==> config.mk <==
export PLATFORM = sky130hd
export DESIGN_NAME = cpu_core
export DESIGN_NICKNAME = d
export VERILOG_FILES = /design/src/rtl/cpu_core.sv
export SDC_FILE = /design/constraint.sdc
export NUM_CORES = 1
export LEC_CHECK = 0
export CORE_ASPECT_RATIO = 0.5
export CORE_MARGIN = 2
export CORE_UTILIZATION = 25
export DETAILED_ROUTE_END_ITERATION = 8
export PLACE_DENSITY = 0.35
export SLEW_MARGIN = 20
export SYNTH_ARGS = -nofsm -noshare
export SYNTH_HDL_FRONTEND = slang
export SYNTH_SLANG_ARGS = --single-unit
==> constraint.sdc <==
create_clock -name clk -period 29.3 [get_ports clk]
set_input_delay 8.79 -clock clk [delete_from_list [all_inputs] [get_ports clk]]
set_output_delay 8.79 -clock clk [all_outputs]
set_load 0.03 [all_outputs]
==> src/rtl/cpu_core.sv <==
// Multi-cycle register CPU (FETCH/DECODE/EXEC|IMM), one request/ready read port; 3 cycles per instruction at zero wait.
// Backpressure: FETCH and IMM hold state, PC and mem_addr while mem_ready is low; mem_ready is ignored when mem_req is low.
module cpu_core #(
    parameter  int DATA_W     = 16,
    parameter  int REG_CNT    = 16,
    parameter  int ADDR_W     = 16,
    parameter  int RESET_ADDR = 50,
    localparam int RA         = $clog2(REG_CNT)
) (
    input  logic              clk,
    input  logic              rst,
    input  logic [DATA_W-1:0] mem_data,
    input  logic              mem_ready,
    output logic [ADDR_W-1:0] mem_addr,
    output logic              mem_req,
    output logic              halted,
    input  logic [RA-1:0]     dbg_addr,
    output logic [DATA_W-1:0] dbg_value
);

    typedef enum logic [2:0] {IDLE, FETCH, DECODE, EXEC, IMM, HALT} state_t;

    state_t            state;
    logic [DATA_W-1:0] regs [REG_CNT];
    logic [DATA_W-1:0] ir;
    logic [DATA_W-1:0] op1;
    logic [DATA_W-1:0] op2;
    logic [ADDR_W-1:0] pc;
    logic              z_flag;
    logic              c_flag;

    logic [3:0]        op;
    logic [RA-1:0]     rd;
    logic [RA-1:0]     rs;
    logic [ADDR_W-1:0] pc_inc;
    logic [ADDR_W-1:0] imm_addr;
    logic [DATA_W-1:0] alu_res;
    logic              alu_c;
    logic              unused_ir;

    assign op        = ir[DATA_W-1 -: 4];
    assign rd        = ir[DATA_W-5 -: RA];
    assign rs        = ir[DATA_W-5-RA -: RA];
    assign unused_ir = &{1'b0, ir};
    assign pc_inc    = pc + ADDR_W'(1);
    assign imm_addr  = ADDR_W'(mem_data);
    assign mem_addr  = pc;
    assign dbg_value = regs[dbg_addr];

    // MOV passes op2 through; flag writeback is suppressed for it in EXEC.
    always_comb begin
        alu_res = op2;
        alu_c   = c_flag;
        case (op)
            4'h3: {alu_c, alu_res} = {1'b0, op1} + {1'b0, op2};
            4'h4: {alu_c, alu_res} = {1'b0, op1} - {1'b0, op2};
            4'h5: begin alu_res = op1 & op2; alu_c = 1'b0; end
            4'h6: begin alu_res = op1 | op2; alu_c = 1'b0; end
            4'h7: begin alu_res = op1 ^ op2; alu_c = 1'b0; end
            4'h8: {alu_c, alu_res} = {op1, 1'b0};
            default: ;
        endcase
    end

    always_ff @(posedge clk or posedge rst) begin
        if (rst) begin
            state   <= IDLE;
            pc      <= ADDR_W'(RESET_ADDR);
            ir      <= '0;
            op1     <= '0;
            op2     <= '0;
            z_flag  <= 1'b0;
            c_flag  <= 1'b0;
            mem_req <= 1'b0;
            halted  <= 1'b0;
            for (int i = 0; i < REG_CNT; i++) regs[i] <= '0;
        end else begin
            case (state)
                IDLE: begin
                    state   <= FETCH;
                    mem_req <= 1'b1;
                end
                FETCH: begin
                    if (mem_ready) begin
                        ir      <= mem_data;
                        pc      <= pc_inc;
                        state   <= DECODE;
                        mem_req <= 1'b0;
                    end
                end
                DECODE: begin
                    op1 <= regs[rd];
                    op2 <= regs[rs];
                    case (op)
                        4'h2, 4'h3, 4'h4, 4'h5, 4'h6, 4'h7, 4'h8: state <= EXEC;
                        4'h1, 4'h9, 4'hA, 4'hB: begin
                            state   <= IMM;
                            mem_req <= 1'b1;
                        end
                        4'hF: begin
                            state  <= HALT;
                            halted <= 1'b1;
                        end
                        default: begin
                            state   <= FETCH;
                            mem_req <= 1'b1;
                        end
                    endcase
                end
                EXEC: begin
                    regs[rd] <= alu_res;
                    if (op != 4'h2) begin
                        z_flag <= (alu_res == '0);
                        c_flag <= alu_c;
                    end
                    state   <= FETCH;
                    mem_req <= 1'b1;
                end
                IMM: begin
                    // mem_req stays high: the next FETCH request follows back-to-back.
                    if (mem_ready) begin
                        case (op)
                            4'h1: begin
                                regs[rd] <= mem_data;
                                pc       <= pc_inc;
                            end
                            4'h9:    pc <= imm_addr;
                            4'hA:    pc <= z_flag ? imm_addr : pc_inc;
                            4'hB:    pc <= c_flag ? imm_addr : pc_inc;
                            default: pc <= pc_inc;
                        endcase
                        state <= FETCH;
                    end
                end
                HALT: begin
                    halted  <= 1'b1;
                    mem_req <= 1'b0;
                end
                default: begin
                    state   <= IDLE;
                    mem_req <= 1'b0;
                end
            endcase
        end
    end

endmodule

==> results of run 1 <==
## worst max-delay path: cells and delay by family
| kind | cells | cell delay (ns) |
|---|---|---|
| buf+inv | 3 | 1.76 |
| mux | 2 | 1.17 |
## per-layer routing
metal / global-route usage (%) / vias to the layer above / share of wire, %
li1: - / 7099 / -
met1: 25.66 / 8150 / 46
met2: 27.82 / 431 / 45
met3: 4.347 / 78 / 6.6
met4: 4.163 / 0 / 1.9
met5: 0 / - / 0
## synthesized netlist by cell type (8+ instances only)
library cell / number / area (sq um)
buf_1: 25 / 93.84
a21oi_2: 17 / 148.9
a21o_1: 9 / 67.56
nor2_1: 189 / 709.4
nand4_1: 10 / 62.56
nor3_1: 17 / 85.08
a31oi_1: 12 / 75.07
nand2_1: 170 / 638.1
mux4_2: 240 / 5405
clkbuf_1: 87 / 326.6
inv_1: 60 / 225.2
a21oi_1: 190 / 950.9
nand3_1: 25 / 125.1
nor2b_1: 11 / 68.82
nand2b_1: 20 / 125.1
and3_1: 12 / 75.07
o21ai_0: 144 / 720.7
ha_1: 49 / 613.1
o22ai_1: 16 / 100.1
buf_2: 54 / 270.3
o31ai_1: 8 / 60.06
o21bai_1: 8 / 60.06
dfrtp_1: 320 / 8008
mux2_2: 58 / 653.1
## registers in the layout (all words and copies together), names as in the netlist
name and count:
regs 256, mem_addr 16, op1 16, op2 16, ir 12, state 3
c_flag 1, halted 1, mem_req 1, z_flag 1
## power by group through the flow
stage	Clock (uW)	Sequential, uW	Combinational, uW
after floorplan	0	755	1180
after global placement	0	864	1650
after detailed placement	0	860	1650
after CTS	563	852	1660
after global routing	581	885	1790
final	546	851	1650
## worst paths after layout
path / cells past startpoint / start / end / slack, ns
worst max-delay path: 5 / dbg_addr[0] / dbg_value[10] / 8.69
worst min-delay path: 2 / z_flag$_DFFE_PP0P_ / z_flag$_DFFE_PP0P_ / 0.47
worst max register to register: 9 / ir[13]$_DFFE_PP0P_ / regs[220]$_DFFE_PP0P_ / 25.29
worst min register to register: 2 / z_flag$_DFFE_PP0P_ / z_flag$_DFFE_PP0P_ / 0.47
max in group asynchronous: 4 / rst / ir[10]$_DFFE_PP0P_ / 18.56
min in group asynchronous: 2 / rst / regs[159]$_DFFE_PP0P_ / 8.69
## through the flow
stage          hold WS (ns)  util, %
6_report             0.4715    29.01
5_1_grt              0.5223    29.01
4_1_cts              0.4770    29.01
3_5_place_dp         0.4645    27.31
3_3_place_gp         0.4550    27.28
2_1_floorplan        0.4390        -
## cells in the final DEF (no fill, tap or decap), types with 10 or more instances in the layout
| master | instances |
|---|---|
| clkbuf_16 | 40 |
| nand2_1 | 170 |
| and3_1 | 12 |
| a21oi_1 | 189 |
| nand4_1 | 10 |
| o22ai_1 | 16 |
| mux4_2 | 240 |
| buf_4 | 51 |
| inv_1 | 59 |
| a21oi_2 | 18 |
| o21ai_0 | 144 |
| nand3_1 | 23 |
| ha_1 | 49 |
| a31oi_1 | 12 |
| dfrtp_1 | 315 |
| nor3_1 | 15 |
| nor2_1 | 179 |
| clkdlybuf4s50_1 | 53 |
| mux2_2 | 58 |
| nor2b_1 | 10 |
| nand2b_1 | 20 |
## cell families after synthesis
logic type / share of synthesized area [%]
AO/OA/AOI/OAI: 14.13
XOR/XNOR: 0.04122
adder cells (fa/ha/maj): 3.073
buffers and inverters: 4.839
flip-flops: 38.05
multiplexers: 29.03
AND/OR/NAND/NOR: 10.84
## area by class of cell
cell class	count	area, sq um	area share [%]
multi-input combinational	1344	12260	50.32
clock buffer	54	1114	4.570
timing repair buffer	106	945.9	3.882
tap	1116	1396	5.731
inverter	60	232.7	0.9551
sequential	323	8103	33.25
clock inverter	19	312.8	1.284
==> impl_results.md, run 1 <==
- Synth Area per Inst: between 10 and 15 sq um
- Layout Nets: around 1,900
- Clock period minus worst slack: approximately 21 ns
- Data arrival, critical path: approximately 12 ns
- Cell Rows: 75
- Die span in x: about 420 microns
- Setup TNS: 0 ns
- Vias in the first global route: roughly 16,000
- Post-placement cell area: around 23,000 sq um
- Final Power: about 3000 uW
- Die height: between 200 and 250 microns
- Routed len/inst: about 26 microns
- Clk sinks: approximately 320
- Ys async rst share: 100.0%
- Leading register cell type out of synthesis: dfrtp_1
- Vias post-DR: between 15,000 and 20,000
- Sequential element share of the synthesized area: between 30% and 40%
- Clock tree buffer depth: 3
- Worst-Margin Slew: 1.080 ns
- Status: finished clean
- Maximum capacitance violations: 0
- Final slew viol count: 0
- I/O Buffers: 56
- Final Skew: 0.05163 ns
- Sw power: roughly 1400 uW
- # H-tree levels: 2
- Clock slew at reported path FFs: 0.05 ns
- Starting density of the core: between 20% and 30%
- Fillers: about 8,600
- Dpl cells: roughly 2,900
- Die ar.: a little under 90,000 sq um
- Cell Chain, Critical Path: buf_4 > buf_4 > mux4_2 > mux4_2 > clkdlybuf4s50_1
- Grt total ovfl: 0
- Finished Cell Area: between 20,000 and 25,000 sq um
- CP max stage cell: buf_4
- Internal power: between 1500 and 2000 uW
- Leak: between 0.009 and 0.01 uW
- Maximum VDD drop: a little over 0.05 mV
- Fmax: between 0.04 and 0.05 GHz
- Max-slew headroom: roughly 28%
- CTS resizes: 0
- CTS Hold Buffers Added: 0
- RSZ-0062 raised after global routing: no
- CP required: just over 20 ns
- Sw Ratio: between 40% and 50%
- Synth unique cells: 96
- Area growth syn-to-layout: 14.64%
- Dpl hpwl: 51,710 microns
- DR vias/cell: approximately 5.2
- Clk_lat worst skew: 0.61 ns
- EDFF count, synth: 0
- Synth Cell Area: 21,250 sq um
- DR iter-0 viols: 1,345
- Final setup viols: 0
- Worst hold path type: reg2reg
- Detailed Routing Iterations Pass 1: 5
- Routed WL: 78,510 microns
- Flops & latches, synth: approximately 320
- Dpl ws: ~8.6 ns
- Flop pwr share: roughly 28%
- Setup WS post-layout: between 8 and 9 ns
- Yosys warnings: 0
- Clk pwr share: between 15 and 20%
- Period utilization: 70.36%
- Initial antenna violation count: 1
- Antenna Nets Post-Route: 0
- First-pass GRT wire length: between 100,000 and 150,000 microns
- Comb pwr share: between 50% and 60%
- Largest net degree at the start of global routing: 99
- Critical path's largest stage delay: 0.72 ns
- Clk Tree Root Cell: clkbuf_16
- Synth Instances: 1,905
- Syn_nets: ~2,000
- CTS tree: yes
- Setup CP Type: in2out
- I/O pin count: 57
- Critical Path Source Type: input port
- Crit end category: output port
- Final Hold Vio Count: 0
- CORE AREA: 83,990 sq um
- Power Density: between 100 and 150 nW/um^2
- Post-route insts no fill: between 3,000 and 4,000
- Post-CTS Setup Inserts: 0
- DR DRC count: 0
- Antenna diodes: 0
- Gpl congestion: roughly 0.81
- CTS buffer count: 40
- Layout cells sized above 1: roughly 26%
- Total GRT Usage: a little under a fifth
- Crit path max fanout: 40
No activity file was read; power rests on OpenSTA's default activity.
==> run 2: changes to the inputs <==
- clock period: 29.3 -> 19.3 ns (I/O delays scaled with it)
==> run 2 against run 1 <==
Worst setup slack worse by 4.0 ns. Highest routed layer unchanged. Sequential share of layout area hardly changed. Critical path depth did not move. First-iteration DRC count is 2.8% higher. Global-route usage about the same. Via count about the same.
==> impl_results.md, run 2 (synthesis gave the netlist of run 1 again) <==
- Worst hold path type: reg2reg
- Clk Tree Root Cell: clkbuf_16
- DR DRC count: 0 (unchanged)
- Die span in x: 416.4 microns (unchanged)
- Final Hold Vio Count: 0 (unchanged)
- Clk sinks: 323 (unchanged)
- Fmax: about 0.069 GHz
- Max FFs per register: 256 (unchanged)
- Layout Nets: 1,949 (unchanged)
- Grt total ovfl: 0 (unchanged)
- First-pass GRT wire length: 115,900 microns (about the same)
- CTS resizes: 0 (unchanged)
- CP required: 13.51 ns (-7.00 ns)
- Area of the multi-input gates: 12,260 sq um (unchanged)
- Period utilization: around 76%
- Starting density of the core: 25.31% (unchanged)
- Maximum VDD drop: 0.07719 mV (+51%)
- Final setup viols: 0 (unchanged)
- Commonest non-fill, non-tap cell in the layout: dfrtp_1
- Fillers: 8,556 (-0.35%)
- Vias post-DR: 15,750 (-0.051%)
- CTS Hold Buffers Added: 0 (unchanged)
- Power Density: 189.4 nW/um^2 (+51%)
- # H-tree levels: 2 (unchanged)
- Initial antenna violation count: 7 (+6)
- Dpl ws: 4.585 ns (-4.006 ns)
- CP max stage cell: buf_4
- Layout cells sized above 1: 25.81% (unchanged)
- CTS buffer count: 40 (unchanged)
- Finished Cell Area: 24,330 sq um (-0.13%)
- Worst-Margin Slew: 1.052 ns (-0.02838 ns)
- Largest net degree at the start of global routing: 89 (-10%)
- Vias in the first global route: 15,850 (-0.095%)
- RSZ-0062 raised after global routing: no
- Final slew viol count: 0 (unchanged)
- DR iter-0 viols: 1,383 (+2.8%)
- Gpl congestion: 0.8056 (-0.26%)
- CTS tree: yes
- Max-slew headroom: 29.88% (+2.1 points)
- Post-placement cell area: 22,910 sq um (-0.11%)
- Area growth syn-to-layout: 14.49%
- Antenna Nets Post-Route: 0 (unchanged)
- Cell Chain, Critical Path: buf_4 > buf_4 > mux4_2 > mux4_2 > clkdlybuf4s50_1
- Data arrival, critical path: 8.81 ns (-3.01 ns)
- Register area: 8104 sq um (about the same)
- DR vias/cell: 5.208 (-0.12%)
- Crit path max fanout: 40 (unchanged)
- Clock tree buffer depth: 3 (unchanged)
- Setup TNS: 0 ns (unchanged)
- Routed len/inst: 25.95 microns (-0.12%)
- Clk_lat worst skew: 0.59 ns (-0.02 ns)
- Critical path's largest stage delay: 0.74 ns (+0.02 ns)
- Routed WL: 78,470 microns (about the same)
- Critical Path Source Type: input port
- Final Skew: 0.02734 ns (-0.02429 ns)
- Clock period minus worst slack: approximately 15 ns
- I/O pin count: 57 (unchanged)
- I/O Buffers: 56 (unchanged)
- Detailed Routing Iterations Pass 1: 5 (unchanged)
- Setup WS post-layout: 4.702 ns (-3.984 ns)
- Dpl hpwl: 51,280 microns (-0.83%)
- Crit path buf inv count: 3 (unchanged)
- Most frequent cells in the layout: dfrtp_1 (314), mux4_2 (240), a21oi_1 (189), nor2_1 (179), nand2_1 (170)
- Clock slew at reported path FFs: 0.06 ns (about the same)
- WHS: 0.4799 ns (+0.008368 ns)
- Crit end category: output port
- CORE AREA: 83,990 sq um (unchanged)
- Leak: 0.009497 uW (-0.23%)
- Cell Rows: 75 (unchanged)
- Die ar.: 87,510 sq um (unchanged)
- Maximum capacitance violations: 0 (unchanged)
- Post-CTS Setup Inserts: 0 (unchanged)
- Worst path top cell family by delay: buffers and inverters
- Largest Register: regs
- Total GRT Usage: 18.06% (about the same)
- Status: finished clean
- Setup CP Type: in2out
- Die height: 210.2 microns (unchanged)
[run 2: changes by cell type in the layout (fill, tap and decap cells not counted), moves of 2 or more]
cell | before | now
clkinv_4 | 3 | 0
clkinv_2 | 6 | 8
clkinvlp_4 | 1 | 3
diode_2 | 0 | 2
[run 2: final timing paths]
kind,start,to,slack [ns],cells past startpoint
hold reg to reg,z_flag$_DFFE_PP0P_,z_flag$_DFFE_PP0P_,0.48,2
min in group asynchronous,rst,regs[111]$_DFFE_PP0P_,5.70,2
max in group asynchronous,rst,ir[4]$_DFFE_PP0P_,11.61,4
setup / recovery,dbg_addr[0],dbg_value[10],4.70,5
setup reg to reg,ir[13]$_DFFE_PP0P_,z_flag$_DFFE_PP0P_,15.35,11
hold / removal,z_flag$_DFFE_PP0P_,z_flag$_DFFE_PP0P_,0.48,2
[run 2: per-stage QoR]
step                      total power, uW  cells  utilization (%)
after CTS                            4643   3021            28.93
after global routing                 4907   3022            28.97
after global placement               3820   2948            27.28
final                                4608   3024            28.97
after detailed placement             3806   2948            27.28
after floorplan                      2941   1905                -
[run 2: area by class of cell]
cell class | instances | area share (%)
Antenna cell | 2 | 0.02057
Clock buffer | 55 | 4.638
Clock inverter | 18 | 1.064
Inverter | 60 | 0.9564
Multi-Input combinational cell | 1344 | 50.39
Sequential cell | 323 | 33.30
Tap cell | 1116 | 5.738
Timing Repair Buffer | 106 | 3.887
[run 2: tightest hold or removal path: stages, from the launching register on]
cell and delay, ns:
dfrtp_1 0.35, nand2_1 0.05, nand2_1 0.05
[run 2: routing by layer]
layer	wire, microns	share of wire, %	global-route usage [%]
met5	0	0	0
met4	1418	1.8	4.188
met3	3459	4.4	2.536
met2	34790	44	27.44
met1	38800	49	27.09
[run 2: power by group]
part | total, uW | internal, uW | switching, uW
clock network | 815 | 480 | 335
registers | 1310 | 948 | 366
logic | 2480 | 1080 | 1400
total | 4610 | 2510 | 2100
